File: src/rtl/alu_pkg.sv
// Shared constants for the ALU issue front end.
//   - ALU opcode encodings ({funct7[5], funct3})
//   - RV32I major opcodes that the front end accepts
//   - issue FSM state encoding
//   - operand-B source select produced by the decoder
package alu_pkg;

  localparam logic [3:0] ALU_ADD = 4'b0000;
  localparam logic [3:0] ALU_SUB = 4'b1000;
  localparam logic [3:0] ALU_SLL = 4'b0001;
  localparam logic [3:0] ALU_XOR = 4'b0100;
  localparam logic [3:0] ALU_SRL = 4'b0101;
  localparam logic [3:0] ALU_OR  = 4'b0110;
  localparam logic [3:0] ALU_AND = 4'b0111;

  localparam logic [6:0] OPC_OP    = 7'b0110011;
  localparam logic [6:0] OPC_OPIMM = 7'b0010011;
  localparam logic [6:0] OPC_LUI   = 7'b0110111;

  localparam logic [2:0] ST_IDLE = 3'd0;
  localparam logic [2:0] ST_EXEC = 3'd1;
  localparam logic [2:0] ST_CAPT = 3'd2;
  localparam logic [2:0] ST_WB   = 3'd3;
  localparam logic [2:0] ST_ILL  = 3'd4;

  localparam logic [1:0] IMM_REG = 2'd0;  // opB = rs2_data
  localparam logic [1:0] IMM_I   = 2'd1;  // opB = sext(instr[31:20])
  localparam logic [1:0] IMM_U   = 2'd2;  // opB = {instr[31:12], 12'h0}

endpackage

File: src/rtl/alu_op_decode.sv
// Combinational RV32I decode for the ALU subset.
//   instr    in  32  instruction word
//   legal    out 1   instruction is supported
//   alu_op   out 4   ALU opcode
//   imm_sel  out 2   operand-B source (IMM_REG / IMM_I / IMM_U)
//   opa_zero out 1   operand A forced to zero (LUI)
//   rd       out 5   destination register
import alu_pkg::*;

module alu_op_decode (
  input  logic [31:0] instr,
  output logic        legal,
  output logic [3:0]  alu_op,
  output logic [1:0]  imm_sel,
  output logic        opa_zero,
  output logic [4:0]  rd
);

  logic [6:0] opcode, funct7;
  logic [2:0] funct3;
  logic       unused_bits;

  assign opcode = instr[6:0];
  assign funct3 = instr[14:12];
  assign funct7 = instr[31:25];
  assign rd     = instr[11:7];
  // Register/immediate fields are consumed by the operand mux in the top.
  assign unused_bits = ^instr[24:15];

  always_comb begin
    legal    = 1'b0;
    alu_op   = ALU_ADD;
    imm_sel  = IMM_REG;
    opa_zero = 1'b0;
    case (opcode)
      OPC_OP: begin
        alu_op = {1'b0, funct3};
        if (funct7 == 7'b0000000) begin
          legal = (funct3 != 3'b010) && (funct3 != 3'b011);
        end else if (funct7 == 7'b0100000 && funct3 == 3'b000) begin
          legal  = 1'b1;
          alu_op = ALU_SUB;
        end
      end
      OPC_OPIMM: begin
        imm_sel = IMM_I;
        // immediate bit 30 is data, never the sub/sra selector
        alu_op  = {1'b0, funct3};
        case (funct3)
          3'b000, 3'b100, 3'b110, 3'b111: legal = 1'b1;
          3'b001, 3'b101:                 legal = (funct7 == 7'b0000000);
          default:                        legal = 1'b0;
        endcase
      end
      OPC_LUI: begin
        legal    = 1'b1;
        imm_sel  = IMM_U;
        opa_zero = 1'b1;
      end
      default: legal = 1'b0;
    endcase
  end

endmodule

File: src/rtl/alu_issue_ctrl.sv
// Issue front end of the registered ALU.
// Accepts one instruction + operands (in_valid/in_ready), drives the ALU for
// one cycle (EXEC), captures the ALU's registered result (CAPT) and offers it
// as a writeback beat (wb_valid/wb_ready). Unsupported instructions produce a
// one-cycle illegal pulse instead of a writeback.
//   clk, rst_n                    clock, async active-low reset
//   in_valid/in_ready             instruction handshake (ready only in IDLE)
//   instr, rs1_data, rs2_data     instruction and register operands
//   alu_opA/alu_opB/alu_op        ALU drive, held between instructions
//   alu_result                    ALU registered result
//   wb_valid/wb_ready/wb_rd/wb_data  writeback beat
//   illegal                       one-cycle pulse on unsupported instruction
import alu_pkg::*;

module alu_issue_ctrl #(
  parameter logic SUPPRESS_X0 = 1'b1,
  parameter logic SHAMT_MASK  = 1'b1
) (
  input  logic        clk,
  input  logic        rst_n,
  input  logic        in_valid,
  output logic        in_ready,
  input  logic [31:0] instr,
  input  logic [31:0] rs1_data,
  input  logic [31:0] rs2_data,
  output logic [31:0] alu_opA,
  output logic [31:0] alu_opB,
  output logic [3:0]  alu_op,
  input  logic [31:0] alu_result,
  output logic        wb_valid,
  input  logic        wb_ready,
  output logic [4:0]  wb_rd,
  output logic [31:0] wb_data,
  output logic        illegal
);

  logic [2:0]  state, state_nxt;
  logic        dec_legal, dec_opa_zero, is_shift, accept;
  logic [3:0]  dec_op;
  logic [1:0]  dec_imm_sel;
  logic [4:0]  dec_rd;
  logic [31:0] opb_raw, opb_nxt, opa_nxt;

  alu_op_decode u_dec (
    .instr    (instr),
    .legal    (dec_legal),
    .alu_op   (dec_op),
    .imm_sel  (dec_imm_sel),
    .opa_zero (dec_opa_zero),
    .rd       (dec_rd)
  );

  always_comb begin
    case (dec_imm_sel)
      IMM_I:   opb_raw = {{20{instr[31]}}, instr[31:20]};
      IMM_U:   opb_raw = {instr[31:12], 12'h000};
      default: opb_raw = rs2_data;
    endcase
  end

  // The ALU shifts by the full opB; masking restores RV32I shamt semantics
  // for register shifts with rs2 >= 32.
  assign is_shift = (dec_op == ALU_SLL) || (dec_op == ALU_SRL);
  assign opb_nxt  = (SHAMT_MASK && is_shift) ? (opb_raw & 32'h0000_001F) : opb_raw;
  assign opa_nxt  = dec_opa_zero ? 32'h0 : rs1_data;

  assign in_ready = (state == ST_IDLE);
  assign wb_valid = (state == ST_WB);
  assign illegal  = (state == ST_ILL);
  assign accept   = in_valid && (state == ST_IDLE);

  always_comb begin
    state_nxt = state;
    case (state)
      ST_IDLE: if (in_valid) state_nxt = dec_legal ? ST_EXEC : ST_ILL;
      ST_EXEC: state_nxt = ST_CAPT;
      ST_CAPT: state_nxt = (SUPPRESS_X0 && wb_rd == 5'd0) ? ST_IDLE : ST_WB;
      ST_WB:   if (wb_ready) state_nxt = ST_IDLE;
      ST_ILL:  state_nxt = ST_IDLE;
      default: state_nxt = ST_IDLE;
    endcase
  end

  always_ff @(posedge clk or negedge rst_n) begin
    if (!rst_n) begin
      state   <= ST_IDLE;
      alu_opA <= '0;
      alu_opB <= '0;
      alu_op  <= ALU_ADD;
      wb_rd   <= '0;
      wb_data <= '0;
    end else begin
      state <= state_nxt;
      if (accept && dec_legal) begin
        alu_opA <= opa_nxt;
        alu_opB <= opb_nxt;
        alu_op  <= dec_op;
        wb_rd   <= dec_rd;
      end
      if (state == ST_CAPT) wb_data <= alu_result;
    end
  end

endmodule

File: config.mk
export PLATFORM = sky130hd
export DESIGN_NAME = alu_issue_ctrl
export DESIGN_NICKNAME = d
export VERILOG_FILES = /design/src/rtl/alu_pkg.sv /design/src/rtl/alu_op_decode.sv /design/src/rtl/alu_issue_ctrl.sv
export SDC_FILE = /design/constraint.sdc
export NUM_CORES = 1
export LEC_CHECK = 0
export CAP_MARGIN = 20
export CELL_PAD_IN_SITES_DETAIL_PLACEMENT = 0
export CELL_PAD_IN_SITES_GLOBAL_PLACEMENT = 1
export CORE_MARGIN = 3
export CORE_UTILIZATION = 33
export DETAILED_ROUTE_END_ITERATION = 6
export GPL_TIMING_DRIVEN = 0
export PLACE_DENSITY = 0.95
export SLEW_MARGIN = 20
export SYNTH_ARGS = -nofsm -noshare
export SYNTH_HDL_FRONTEND = slang
export SYNTH_HIERARCHICAL = 1
export SYNTH_SLANG_ARGS = --single-unit
File: constraint.sdc
create_clock -name clk -period 4.3 [get_ports clk]
set_clock_uncertainty 0.05 [all_clocks]
set_input_delay 0.86 -clock clk [delete_from_list [all_inputs] [get_ports clk]]
set_output_delay 0.86 -clock clk [all_outputs]
set_load 0.01 [all_outputs]
Yosys cells after proc, flatten, opt, wreduce, memory -nomap -nowiden
Index checks and enable logic that the tools add are counted.
{"block": "classes", "n_eq_ne": 21, "n_mux": 17, "n_reduce_logical": 12}
{"cell": "32-bit 2-to-1 mux", "n": 2}
{"cell": "32-bit case mux with 2 select lines", "n": 1}
{"cell": "7-bit by 6-bit == test with 1-bit output (second input constant)", "n": 3}
{"cell": "3-bit == test (second input constant)", "n": 5}
{"cell": "3-bit case mux with 4 select lines", "n": 1}
{"cell": "3-bit 2-to-1 mux", "n": 3}
{"cell": "4-bit 2-to-1 mux", "n": 2}
{"cell": "4-bit case mux with 2 select lines", "n": 1}
{"cell": "7-bit by 5-bit == test with 1-bit output (second input constant)", "n": 1}
{"cell": "7-bit logical NOT", "n": 1}
{"cell": "3-bit by 1-bit == test with 1-bit output (second input constant)", "n": 2}
{"cell": "3-bit by 2-bit == test with 1-bit output (second input constant)", "n": 2}
{"cell": "3-bit logical NOT", "n": 2}
{"cell": "3-bit by 2-bit inequality test with 1-bit output (second input constant)", "n": 2}
{"cell": "5-bit logical NOT", "n": 1}
{"cell": "4-bit by 1-bit == test with 1-bit output (second input constant)", "n": 1}
{"cell": "4-bit by 3-bit == test with 1-bit output (second input constant)", "n": 1}
{"cell": "1-bit logical AND", "n": 4}
{"cell": "2-bit case mux with 2 select lines", "n": 1}
{"cell": "4-bit OR reduction", "n": 1}
{"cell": "1-bit 2-to-1 mux", "n": 3}
{"cell": "1-bit case mux with 3 select lines", "n": 1}
{"cell": "2-bit by 1-bit == test with 1-bit output (second input constant)", "n": 1}
{"cell": "2-bit == test (second input constant)", "n": 1}
{"cell": "7 further kinds", "n": 7}
{"block": "totals", "register_bits": 108, "inputBits": 132, "out_inout_bits": 108, "elab_cells": 56}

Logic depth before layout (Yosys ltp)
{"block": "depth", "depth_word": 8, "ltp_mapped": 10, "mapped_depth_nobuf": 8}

By module
Netlist, hierarchy kept.
{"mod": "alu_issue_ctrl", "instances": 1, "cells_each": 421, "area_each_um2": 4817.1, "seq_area_each_um2": 2702.6}
{"mod": "alu_op_decode", "instances": 1, "cells_each": 31, "area_each_um2": 232.7, "seq_area_each_um2": 0.0}

Least setup slack after synthesis
No wires, ideal clock.
{"block": "synth_path", "path_kind": "in2reg", "from": "input port instr[3]", "to": "register alu_opB[12]", "setup_ps": 128, "arrival_time_ps": 2942, "required_ps": 4122, "slack_ps": 1181, "path_stages": 10, "path_buffers": 3, "cell_sequence": "nand2b_4 or3_4 nor2_1 buf_4 ha_1 clkbuf_1 a21oi_1 clkbuf_1 a221oi_1 mux2_1"}
{"block": "synth_via", "elab_chain_cells": 5, "word_cells_on_any_way": 14, "cone_classes": "7 x eq/ne; 5 x mux; 2 x reduce/logical"}
{"element": "start: declaration", "line_no": "alu_issue_ctrl.sv:23", "rtl": "input logic [31:0] instr,"}
{"element": "7-bit by 6-bit == test with 1-bit output or 7-bit by 5-bit == test with 1-bit output (tied branches)", "line_no": "alu_op_decode.sv:35", "rtl": "case (opcode)"}
{"element": "2-bit case mux with 2 select lines *", "line_no": "alu_op_decode.sv:35"}
{"element": "via dec_imm_sel[1]", "line_no": "alu_issue_ctrl.sv:40", "rtl": "logic [1:0] dec_imm_sel;"}
{"element": "2-bit == test or 2-bit by 1-bit == test with 1-bit output (tied branches)", "line_no": "alu_issue_ctrl.sv:54", "rtl": "case (dec_imm_sel)"}
{"element": "32-bit case mux with 2 select lines *", "line_no": "alu_issue_ctrl.sv:54"}
{"element": "32-bit 2-to-1 mux *", "line_no": "alu_issue_ctrl.sv:64", "rtl": "assign opb_nxt = (SHAMT_MASK && is_shift) ? (opb_raw & 32'h0000_001F) : opb_raw;"}
{"element": "end signal: assignment", "line_no": "alu_issue_ctrl.sv:96", "rtl": "alu_opB <= opb_nxt;"}
{"element": "end: declaration", "line_no": "alu_issue_ctrl.sv:27", "rtl": "output logic [31:0] alu_opB,"}
Mark *: on every way through the listed nets, which the timed path passes. The rest lies on a longest branch.
A chain may end at the register's enable or synchronous reset.

Worst setup path after layout
{"block": "layout_path", "from": "input port instr[4]", "to": "register alu_opB[30]"}
Same word-level chain as after synthesis.

==> impl_results.md <==
* Status: complete, no violations
* Data arrival, critical path at 4.09 ns
* Crit path max fanout at 10
* Area of the multi-input gates at 0.002042 mm2
* Relative slew slack at between 50% and 60%
* Register area at around 0.0027 mm2
* DR iter-0 viols at between 150 and 200
* Antenna violations before repair at 0
* Gp weighted congestion at 0.8089
* Crit path max-delay cell type: clkdlybuf4s50_1
* TritonCTS clock tree: built
* Vias in the first global route at 4649
* Mapped Cells at 452
* Die W at 129.7 um
* Fin util at 54.10%
* Synth cell types at 39
* Final setup viols at 0
* Inst Count DP at 871
* Post-Place Setup Slack at 0.08501 ns
* Most frequent cell after synthesis: dfrtp_1
* Antenna Cells at 0
* Router iterations before antenna repair at 4
* Top cells by count, synth: dfrtp_1, o21ai_0, mux2_2, nand2b_1, inv_1
* Max-cap violation count at 0
* Port bufs at 234
* Maximum VDD drop at 185.9 uV
* DRT Wirelength at 16050 um
* Die height at 129.7 um
* YS warnings at 6
* Ys flop type: dfrtp_1
* Worst-skew pair later-pin latency at 0.34 ns
* Pin count of the biggest net entering global routing at 63
* Via/cell ratio at 5.073
* Filler instances at 1297
* Least-Margin Pin Slew at 0.7137 ns
* Max stage delay on crit path at 0.51 ns
* Post-synth EDFFs at 0
* Share of the synthesized area in the top cell type at a little over half
* Largest cells by area after synthesis: dfrtp_1, mux2_2, o21ai_0, nand2b_1, a221oi_1
* Clock-pin slew on the worst setup and hold paths at 0.08 ns
* Achievable Freq at 256.4 MHz
* Synthesized area at 0.005050 mm2
* Crit path cell chain: clkdlybuf4s50_1, nand2b_4, or3_4, nor2_1, buf_4, ha_1, clkbuf_1, a21oi_1, clkbuf_1, a221oi_1, mux2_2
* Average wire per standard cell at roughly 18 um
* Slew Viols, Final at 0
* Cell seen most often among critical-path stages: clkbuf_1
* Initial Utilization at around 34%
* Worst setup SP type: primary input
* Yosys top cell by area: dfrtp_1
* Nets at 832
* Final std cells w/o fill at 887
* Placed inst area at roughly 0.0077 mm2
* I/O Pins at 240
* Final Power at 3.198 mW
* Hold_buf cts at 0
* Clk root buf: clkbuf_16
* Post-synthesis sequential area ratio at between 50% and 60%
* Sink Count at 108
* CP required at 4.49 ns
* DP Wirelength at roughly 13000 um
* Syn_nets at 586
* Hold WC Path Type: in -> async
* Power per standard cell area at 400.7 mW/mm2
* Post_cts resized at 0
* Tot GR Track Use at 18.69%
* Syn Area/Cell at 11.17 um2
* Fin worst setup slack at 0.3997 ns
* Core area at 0.01475 mm2
* Area Growth Syn to Fin at 58.08%
* Final Hold Viols at 0
* Vias at 4500
* Crit end category: flop
* CTS Buffer Depth at 2
* Share of layout cells above drive strength 1 at 14.79%
* FP Rows at 44
* Leak at between 3 and 4 nW
* TritonCTS Buffers at 9
* First-pass GRT wire length at about 24000 um
* Post CTS Setup Buffer Count at 0
* Die area at between 0.015 and 0.02 mm2
* H-Tree Depth at 3
* Remaining DRCs at 0
* Total grt overflow at 0
* Final instance area at 0.007983 mm2
* Final min period at 3.900 ns
* Post-synthesis register bit count at around 110
* Post-route ant nets at 0
* WS Path Type: in -> reg
* Fraction of registers with async set/reset at 100.0%
* RSZ-0062 raised after global routing: no
* Period utilisation layout at 90.70%
[per-layer routing]
| metal | share of wire, % | routed length, um | GRT usage, % | vias up |
|---|---|---|---|---|
| li1 | - | - | - | 2091 |
| met1 | 39 | 6230 | 21.95 | 2196 |
| met2 | 50 | 7978 | 32.03 | 184 |
| met3 | 9.2 | 1476 | 5.813 | 29 |
| met4 | 2.2 | 360 | 7.274 | 0 |
| met5 | 0 | 0 | 0 | - |
[cells by family (layout without fill, tap and decap cells)]
kind of cell               after synthesis  after routing  share of synthesized area (%)
AOI/OAI and AO/OA                      130            130                          15.83
adders and majority gates                2              2                         0.4955
muxes                                   61             61                          13.60
DFF                                    108            108                          53.52
buffers and inverters                   68            319                          6.046
and+or+nand+nor                         83             83                          10.51
[final timing paths]
path / from / end / slack (ns) / depth (start not counted)
min in group clk: wb_data[10] / wb_data[10] / 0.45 / 1
worst min-delay path: rst_n / wb_data[8] / 0.39 / 1
worst max register to register: state[0] / alu_opB[14] / 2.23 / 5
worst max-delay path: instr[4] / alu_opB[30] / 0.40 / 11
max in group asynchronous: rst_n / alu_opB[24] / 3.15 / 2
worst min register to register: wb_data[10] / wb_data[10] / 0.45 / 1
[layout make-up]
class                           count  area share (%)
Tap cell                          184           2.884
Clock buffer                        9           2.821
Inverter                           28           1.317
Timing Repair Buffer              235           29.70
Multi-Input combinational cell    276           25.58
Sequential cell                   108           33.86
Clock inverter                      7           1.332
Buffer                             40           2.508
[stage by stage]
stage	hold slack (ns)	TNS, ns
2_1_floorplan	0.4563	0
3_3_place_gp	0.4377	-177.48
5_1_grt	0.4067	0
6_report	0.3865	0
4_1_cts	0.3916	0
3_5_place_dp	0.4446	0
[state kept, by name, summed over array words and instances (netlist names)]
signal	cells
alu_op	4
wb_data	32
state	3
wb_rd	5
alu_opB	32
alu_opA	32
[placed cells by master (no fill, tap or decap), drive strengths merged, types with 10 or more instances in the layout]
master	n
mux2	61
inv	31
a221oi	20
clkdlybuf4s50	233
buf	17
a22oi	10
o21ai	84
dfrtp	108
nand2	24
nand2b	35
clkbuf	34
[power by group]
part	total [mW]	leakage (nW)	switching [mW]	internal (mW)
logic	0.959	1.85	0.352	0.607
clock network	0.914	0.156	0.393	0.521
registers	1.33	1.44	0.106	1.22
total	3.20	3.45	0.851	2.35
[worst max-delay path: cells and delay by family]
family,cells,cell delay (ns)
buf+inv,4,1.38
compound gates,2,0.40
mux,1,0.31
fa+ha+maj,1,0.21
simple gates,3,0.93
Power figures use the tool's default switching activity.
